File: src/rtl/digit_scan_controller.sv
// Multiplexes packed BCD digits onto one shared digit bus and 7-segment decoder,
// with frame-aligned value updates, leading-zero blanking and a whole-display blink.
module digit_scan_controller #(
    parameter int NUM_DIGITS   = 2,
    parameter int REFRESH_DIV  = 50000,
    parameter int BLINK_FRAMES = 64
) (
    input  logic                    clk,
    input  logic                    reset,
    input  logic                    load_valid,
    output logic                    load_ready,
    input  logic [4*NUM_DIGITS-1:0] load_digits,
    input  logic                    blank_lz,
    input  logic                    blink_en,
    output logic [NUM_DIGITS-1:0]   digit_sel,
    output logic [3:0]              digit_value,
    output logic                    digit_blank,
    output logic                    frame_done
);

    localparam int DW    = 4 * NUM_DIGITS;
    localparam int DIV_W = (REFRESH_DIV > 1) ? $clog2(REFRESH_DIV) : 1;
    localparam int IDX_W = $clog2(NUM_DIGITS);
    localparam int FRM_W = (BLINK_FRAMES > 1) ? $clog2(BLINK_FRAMES) : 1;

    typedef enum logic {
        ST_DARK,
        ST_SCAN
    } state_t;

    state_t                  state_q, state_d;
    logic [DIV_W-1:0]        div_q, div_d;
    logic [IDX_W-1:0]        idx_q, idx_d;
    logic [DW-1:0]           active_q, active_d;
    logic [DW-1:0]           pending_q, pending_d;
    logic                    pending_full_q, pending_full_d;
    logic [FRM_W-1:0]        frm_cnt_q, frm_cnt_d;
    logic                    phase_q, phase_d;
    logic [NUM_DIGITS-1:0]   sel_q, sel_d;
    logic [3:0]              value_q, value_d;
    logic                    blank_q, blank_d;
    logic                    frame_done_q, frame_done_d;

    logic                    accept;
    logic                    div_tc;
    logic                    idx_last;
    logic                    boundary;
    logic [3:0]              digits [NUM_DIGITS];
    logic [3:0]              cur;
    logic                    upper_zero;
    logic                    lz_hit;
    logic [NUM_DIGITS-1:0]   onehot;

    always_ff @(posedge clk or posedge reset) begin
        if (reset) begin
            state_q        <= ST_DARK;
            div_q          <= '0;
            idx_q          <= '0;
            active_q       <= '0;
            pending_q      <= '0;
            pending_full_q <= 1'b0;
            frm_cnt_q      <= '0;
            phase_q        <= 1'b0;
            sel_q          <= '0;
            value_q        <= 4'd0;
            blank_q        <= 1'b1;
            frame_done_q   <= 1'b0;
        end else begin
            state_q        <= state_d;
            div_q          <= div_d;
            idx_q          <= idx_d;
            active_q       <= active_d;
            pending_q      <= pending_d;
            pending_full_q <= pending_full_d;
            frm_cnt_q      <= frm_cnt_d;
            phase_q        <= phase_d;
            sel_q          <= sel_d;
            value_q        <= value_d;
            blank_q        <= blank_d;
            frame_done_q   <= frame_done_d;
        end
    end

    always_comb begin
        accept   = load_valid & ~pending_full_q;
        div_tc   = (div_q == DIV_W'(REFRESH_DIV - 1));
        idx_last = (idx_q == IDX_W'(NUM_DIGITS - 1));
        boundary = (state_q == ST_SCAN) & div_tc & idx_last;

        state_d        = state_q;
        div_d          = div_q;
        idx_d          = idx_q;
        active_d       = active_q;
        pending_d      = pending_q;
        pending_full_d = pending_full_q;

        case (state_q)
            ST_DARK: begin
                if (accept) begin
                    active_d = load_digits;
                    state_d  = ST_SCAN;
                    div_d    = '0;
                    idx_d    = '0;
                end
            end
            ST_SCAN: begin
                div_d = div_tc ? '0 : div_q + DIV_W'(1);
                if (div_tc) begin
                    idx_d = idx_last ? '0 : idx_q + IDX_W'(1);
                end
                // Accept requires an empty pending slot, so transfer and refill never collide.
                if (boundary && pending_full_q) begin
                    active_d       = pending_q;
                    pending_full_d = 1'b0;
                end
                if (accept) begin
                    pending_d      = load_digits;
                    pending_full_d = 1'b1;
                end
            end
            default: state_d = ST_DARK;
        endcase
    end

    always_comb begin
        frm_cnt_d = frm_cnt_q;
        phase_d   = phase_q;
        if (!blink_en) begin
            frm_cnt_d = '0;
            phase_d   = 1'b0;
        end else if (boundary) begin
            if (frm_cnt_q == FRM_W'(BLINK_FRAMES - 1)) begin
                frm_cnt_d = '0;
                phase_d   = ~phase_q;
            end else begin
                frm_cnt_d = frm_cnt_q + FRM_W'(1);
            end
        end
    end

    always_comb begin
        for (int i = 0; i < NUM_DIGITS; i++) begin
            digits[i] = active_q[4*i +: 4];
        end
        cur = digits[idx_q];

        // A digit is a leading zero when it and every more significant digit are zero.
        upper_zero = 1'b1;
        for (int j = 0; j < NUM_DIGITS; j++) begin
            if ((IDX_W'(j) >= idx_q) && (digits[j] != 4'd0)) begin
                upper_zero = 1'b0;
            end
        end
        lz_hit = blank_lz & (idx_q != '0) & upper_zero;

        onehot        = '0;
        onehot[idx_q] = 1'b1;

        sel_d        = onehot;
        value_d      = cur;
        blank_d      = 1'b0;
        frame_done_d = boundary;

        if ((state_q == ST_DARK) || (blink_en & phase_q) || lz_hit) begin
            sel_d   = '0;
            blank_d = 1'b1;
        end else if (cur > 4'd9) begin
            blank_d = 1'b1;
        end
    end

    assign load_ready  = ~pending_full_q;
    assign digit_sel   = sel_q;
    assign digit_value = value_q;
    assign digit_blank = blank_q;
    assign frame_done  = frame_done_q;

endmodule

File: config.mk
export PLATFORM = sky130hd
export DESIGN_NAME = digit_scan_controller
export DESIGN_NICKNAME = d
export VERILOG_FILES = /design/src/rtl/digit_scan_controller.sv
export SDC_FILE = /design/constraint.sdc
export NUM_CORES = 1
export LEC_CHECK = 0
export BUFFER_PORTS_ARGS = -buffer_cell sky130_fd_sc_hd__buf_2
export CAP_MARGIN = 15
export CORE_ASPECT_RATIO = 0.8
export CORE_UTILIZATION = 34
export DETAILED_ROUTE_END_ITERATION = 8
export GPL_ROUTABILITY_DRIVEN = 0
export MAX_ROUTING_LAYER = met4
export PLACE_DENSITY_LB_ADDON = 0.12
export SYNTH_ARGS = -nofsm -noshare
export SYNTH_HDL_FRONTEND = slang
export SYNTH_SLANG_ARGS = --single-unit
File: constraint.sdc
create_clock -name clk -period 2.1 [get_ports clk]
set_input_delay 0.21 -clock clk [delete_from_list [all_inputs] [get_ports clk]]
set_output_delay 0.21 -clock clk [all_outputs]
set_load 0.005 [all_outputs]
==> metrics.txt <==
# TYPE chip_impl_metric gauge
chip_impl_info{name="outcome",value="finished clean"} 1
chip_impl_metric{name="drc_violations_left",unit=""} 0
chip_impl_metric{name="worst_slew_margin_rel",unit="%"} 71.3
chip_impl_metric{name="drt_first_iter_violations",unit=""} 135
chip_impl_metric{name="remaining_overflow_grt",unit=""} 0
chip_impl_info{name="crit_chain",value="ha_1 > and3_2 > and4_4 > a32oi_4 > mux2_2"} 1
chip_impl_metric{name="final_layout_size_suffix_gt1_share",unit="%"} 28.7
chip_impl_metric{name="powerDensity",unit="nW/um2"} 706
chip_impl_info{name="path_delay_family",value="simple AND/OR/NAND/NOR gates"} 1
chip_impl_metric{name="synth_nets",unit=""} 247
chip_impl_metric{name="synth_enable_flop_cells",unit=""} 0
chip_impl_info{name="clock_tree_from_tritoncts",value="built"} 1
chip_impl_info{name="cts_root_buffer_type",value="sky130_fd_sc_hd__clkbuf_8"} 1
chip_impl_metric{name="antenna_cells",unit=""} 0
chip_impl_metric{name="grt_use_met2",unit="%"} 21.5
chip_impl_info{name="top_usage_layer",value="met1"} 1
chip_impl_info{name="cp_slowest_cell",value="sky130_fd_sc_hd__dfrtp_1"} 1
chip_impl_metric{name="postLayoutSetupSlackWorst",unit="ns"} 0.126
chip_impl_metric{name="clock_skew",unit="ns"} 0.00937
chip_impl_metric{name="count_of_antenna_violating_nets_left_after_detailed_routing",unit=""} 0
chip_impl_metric{name="rows",unit=""} 27
chip_impl_metric{name="multi_input_comb_area",unit="um2"} 1180
chip_impl_metric{name="firstDrtPassIters",unit=""} 6
chip_impl_metric{name="cp_data_required_time",unit="ns"} 2.31
chip_impl_metric{name="core_area",unit="um2"} 7030
chip_impl_info{name="main_flop_type_after_synthesis",value="sky130_fd_sc_hd__dfrtp_1"} 1
chip_impl_metric{name="cts-htree-levels",unit=""} 2
chip_impl_metric{name="finalCriticalPeriod",unit="ns"} 1.97
chip_impl_metric{name="yosysTopAreaCellShare",unit="%"} 48.7
chip_impl_metric{name="cts_inserted_buffers",unit=""} 5
chip_impl_metric{name="drv.max_cap_violation_count",unit=""} 0
chip_impl_metric{name="final_setup_violation_count",unit=""} 0
chip_impl_metric{name="number_of_post_cts_setup_repair_buffers",unit=""} 0
chip_impl_metric{name="final_min_period_over_clock_period",unit="%"} 94.0
chip_impl_metric{name="syn_area_per_cell",unit="um2"} 10.9
chip_impl_metric{name="y_dimension_of_the_die",unit="um"} 79.0
chip_impl_metric{name="first_pass_grt_wire_length",unit="um"} 9760
chip_impl_metric{name="max_clock_freq",unit="MHz"} 507
chip_impl_metric{name="ff_latch_area",unit="um2"} 1250
chip_impl_metric{name="yosys_warnings",unit=""} 0
chip_impl_metric{name="areaGrowthSynthToFinish",unit="%"} 14.7
chip_impl_info{name="post_synth_main_area_contributors",value="sky130_fd_sc_hd__dfrtp_1 (49%), sky130_fd_sc_hd__mux2_2 (13%), sky130_fd_sc_hd__a31oi_1 (3.2%)"} 1
chip_impl_metric{name="clk_transition_reported_paths",unit="ns"} 0.10
chip_impl_metric{name="postSynthRegisterBits",unit=""} 50
chip_impl_metric{name="detail_route.vias_per_cell",unit=""} 5.40
chip_impl_metric{name="route.vias.total",unit=""} 1880
chip_impl_metric{name="postRouteWirelength",unit="um"} 5760
chip_impl_info{name="grt_setup_unrepaired",value="no"} 1
chip_impl_metric{name="fill_cells",unit=""} 704
chip_impl_metric{name="crit_fanout",unit=""} 8
chip_impl_metric{name="cts_num_sinks",unit=""} 50
chip_impl_metric{name="dpl_worst_slack",unit="ns"} 0.0752
chip_impl_metric{name="ys_seq_area_share",unit="%"} 49.7
chip_impl_metric{name="maximum_number_of_pins_on_one_net_before_global_route_repair",unit=""} 51
chip_impl_info{name="end_kind",value="register"} 1
chip_impl_metric{name="worst-path-buf-inv",unit=""} 0
chip_impl_metric{name="vias_in_the_first_global_route",unit=""} 1811
chip_impl_metric{name="global_route.usage.met1",unit="%"} 26.2
chip_impl_metric{name="worst-slew-pin-transition",unit="ns"} 0.426
chip_impl_metric{name="drv_slew",unit=""} 0
chip_impl_info{name="worstSetupPathType",value="reg2reg"} 1
chip_impl_metric{name="all_layer_global_routing_usage",unit="%"} 16.8
chip_impl_info{name="startpoint_types",value="register"} 1
chip_impl_metric{name="routedWlPerCell",unit="um"} 16.5
chip_impl_metric{name="async_flop_share",unit="%"} 100
chip_impl_metric{name="worst_path_largest_cell_delay",unit="ns"} 0.43
chip_impl_info{name="min_path_type",value="in2reg"} 1
chip_impl_metric{name="setup_total_negative_slack",unit="ns"} 0
chip_impl_metric{name="clock_tree.buffer_depth",unit=""} 2
chip_impl_metric{name="timing.critical_path.arrival",unit="ns"} 2.18
chip_impl_metric{name="die_x",unit="um"} 98.2
chip_impl_metric{name="num_io_pins",unit=""} 22
chip_impl_metric{name="nNetsFinal",unit=""} 275
chip_impl_metric{name="antenna_found_initial",unit=""} 0
chip_impl_metric{name="syn_area",unit="um2"} 2520
chip_impl_metric{name="hpwlAfterDp",unit="um"} 3920
chip_impl_metric{name="initial_core_util",unit="%"} 35.8
chip_impl_metric{name="vdd.ir_drop.worst",unit="mV"} 0.278
chip_impl_metric{name="synthesized_instance_count",unit=""} 232
chip_impl_info{name="yosys.area.top_type",value="sky130_fd_sc_hd__dfrtp_1"} 1
chip_impl_metric{name="hold_violation_count_in_the_final_report",unit=""} 0
chip_impl_metric{name="groute.layer.met3.usage",unit="%"} 4.05
chip_impl_metric{name="port-buffer-count",unit=""} 21
chip_impl_metric{name="worst_skew_pair.late_latency",unit="ns"} 0.31
chip_impl_metric{name="fp.dieArea",unit="um2"} 7760
chip_impl_metric{name="leakage_dissipation",unit="nW"} 1.29
chip_impl_metric{name="ys_types",unit=""} 46
per-layer routing:
metal	vias to the layer above	routed length (um)
li1	936	-
met1	914	3270
met2	28	2250
met3	2	203
met4	0	35
met5	-	0
kinds of logic (layout without fill, tap and decap cells):
logic type | after synthesis | after routing | synth area share (%)
and+or+nand+nor | 79 | 79 | 18.7
AOI/OAI and AO/OA | 52 | 52 | 14.3
DFF | 50 | 50 | 49.7
muxes | 28 | 28 | 12.5
buffers and inverters | 20 | 49 | 3.48
adders and majority gates | 2 | 2 | 0.993
xor gates and xnor gates | 1 | 1 | 0.348
path summary, 6_finish.rpt:
kind | slack (ns) | depth (start not counted) | to | start
worst max register to register | 0.13 | 5 | active_q[3] | div_q[1]
worst min-delay path | 0.14 | 2 | pending_q[5] | load_digits[5]
worst max-delay path | 0.13 | 5 | active_q[3] | div_q[1]
min in group asynchronous | 0.49 | 4 | frm_cnt_q[3] | reset
worst min register to register | 0.51 | 1 | pending_q[0] | pending_q[0]
max in group asynchronous | 1.34 | 4 | digit_blank | reset
synth_stat cells, drive strengths merged (3+ instances only):
master	count
buf	6
o211ai	3
inv	7
nand2b	3
or4	4
clkbuf	5
a21oi	6
o21ai	13
mux2	28
and4	4
nand4	7
a41oi	4
nor2	8
nor4	4
dfrtp	49
nand2	18
o31ai	4
nand3	13
a31oi	13
and3	6
cell usage in the layout (no fill, tap or decap), types with 5 or more instances in the layout:
cell type                   n
sky130_fd_sc_hd__nor2_1     7
sky130_fd_sc_hd__nand3_1   13
sky130_fd_sc_hd__o21ai_0   13
sky130_fd_sc_hd__buf_2     21
sky130_fd_sc_hd__inv_1      6
sky130_fd_sc_hd__clkbuf_8   5
sky130_fd_sc_hd__dfrtp_1   49
sky130_fd_sc_hd__a21oi_1    6
sky130_fd_sc_hd__buf_4      9
sky130_fd_sc_hd__mux2_2    28
sky130_fd_sc_hd__nand4_1    6
sky130_fd_sc_hd__nand2_1   18
sky130_fd_sc_hd__a31oi_1   13
sky130_fd_sc_hd__and3_1     5
what timing repair did:
action                                  4_1_cts  5_1_grt
endpoints found under the hold margin        49        0
resized for setup                             0        1
hold buffers                                  1        0
endpoints found under the setup margin        0       11
worst reg2reg max path, cell delays in order (launching register included):
cell                      delay, ns
sky130_fd_sc_hd__dfrtp_1       0.43
sky130_fd_sc_hd__ha_1          0.24
sky130_fd_sc_hd__and3_2        0.29
sky130_fd_sc_hd__and4_4        0.19
sky130_fd_sc_hd__a32oi_4       0.34
sky130_fd_sc_hd__mux2_2        0.38
flip-flops by register name (all words and copies together) (netlist names):
register / flops
active_q: 8
digit_blank: 1
digit_sel: 2
digit_value: 4
div_q: 16
frame_done: 1
frm_cnt_q: 6
idx_last: 1
pending_full_q: 1
pending_q: 8
phase_q: 1
state_q: 1
power breakdown:
part	switching [W]	leakage, nW	internal [W]
Clock	0.000343	0.0514	0.000356
Sequential	0.0000916	0.674	0.00102
Combinational	0.000124	0.567	0.000105
area by class of cell:
| class | instances | share of cell area [%] |
|---|---|---|
| Clock inverter | 2 | 1.30 |
| Inverter | 9 | 1.17 |
| Multi-Input combinational cell | 162 | 40.9 |
| Sequential cell | 50 | 43.4 |
| Timing Repair Buffer | 32 | 7.02 |
| Tap cell | 87 | 3.77 |
| Clock buffer | 6 | 2.51 |
per-stage QoR:
step           total power (W)  hold WS (ns)  std cells  instance area [um2]  utilization [%]
6_report               0.00204         0.137        348                 2890             41.1
2_1_floorplan          0.00126         0.357        232                 2520                -
4_1_cts                0.00205         0.137        348                 2890             41.1
5_1_grt                0.00215         0.129        348                 2890             41.1
3_5_place_dp           0.00135         0.285        339                 2770             39.4
3_3_place_gp           0.00135         0.281        339                 2770             39.4
No activity file was read; power rests on OpenSTA's default activity.
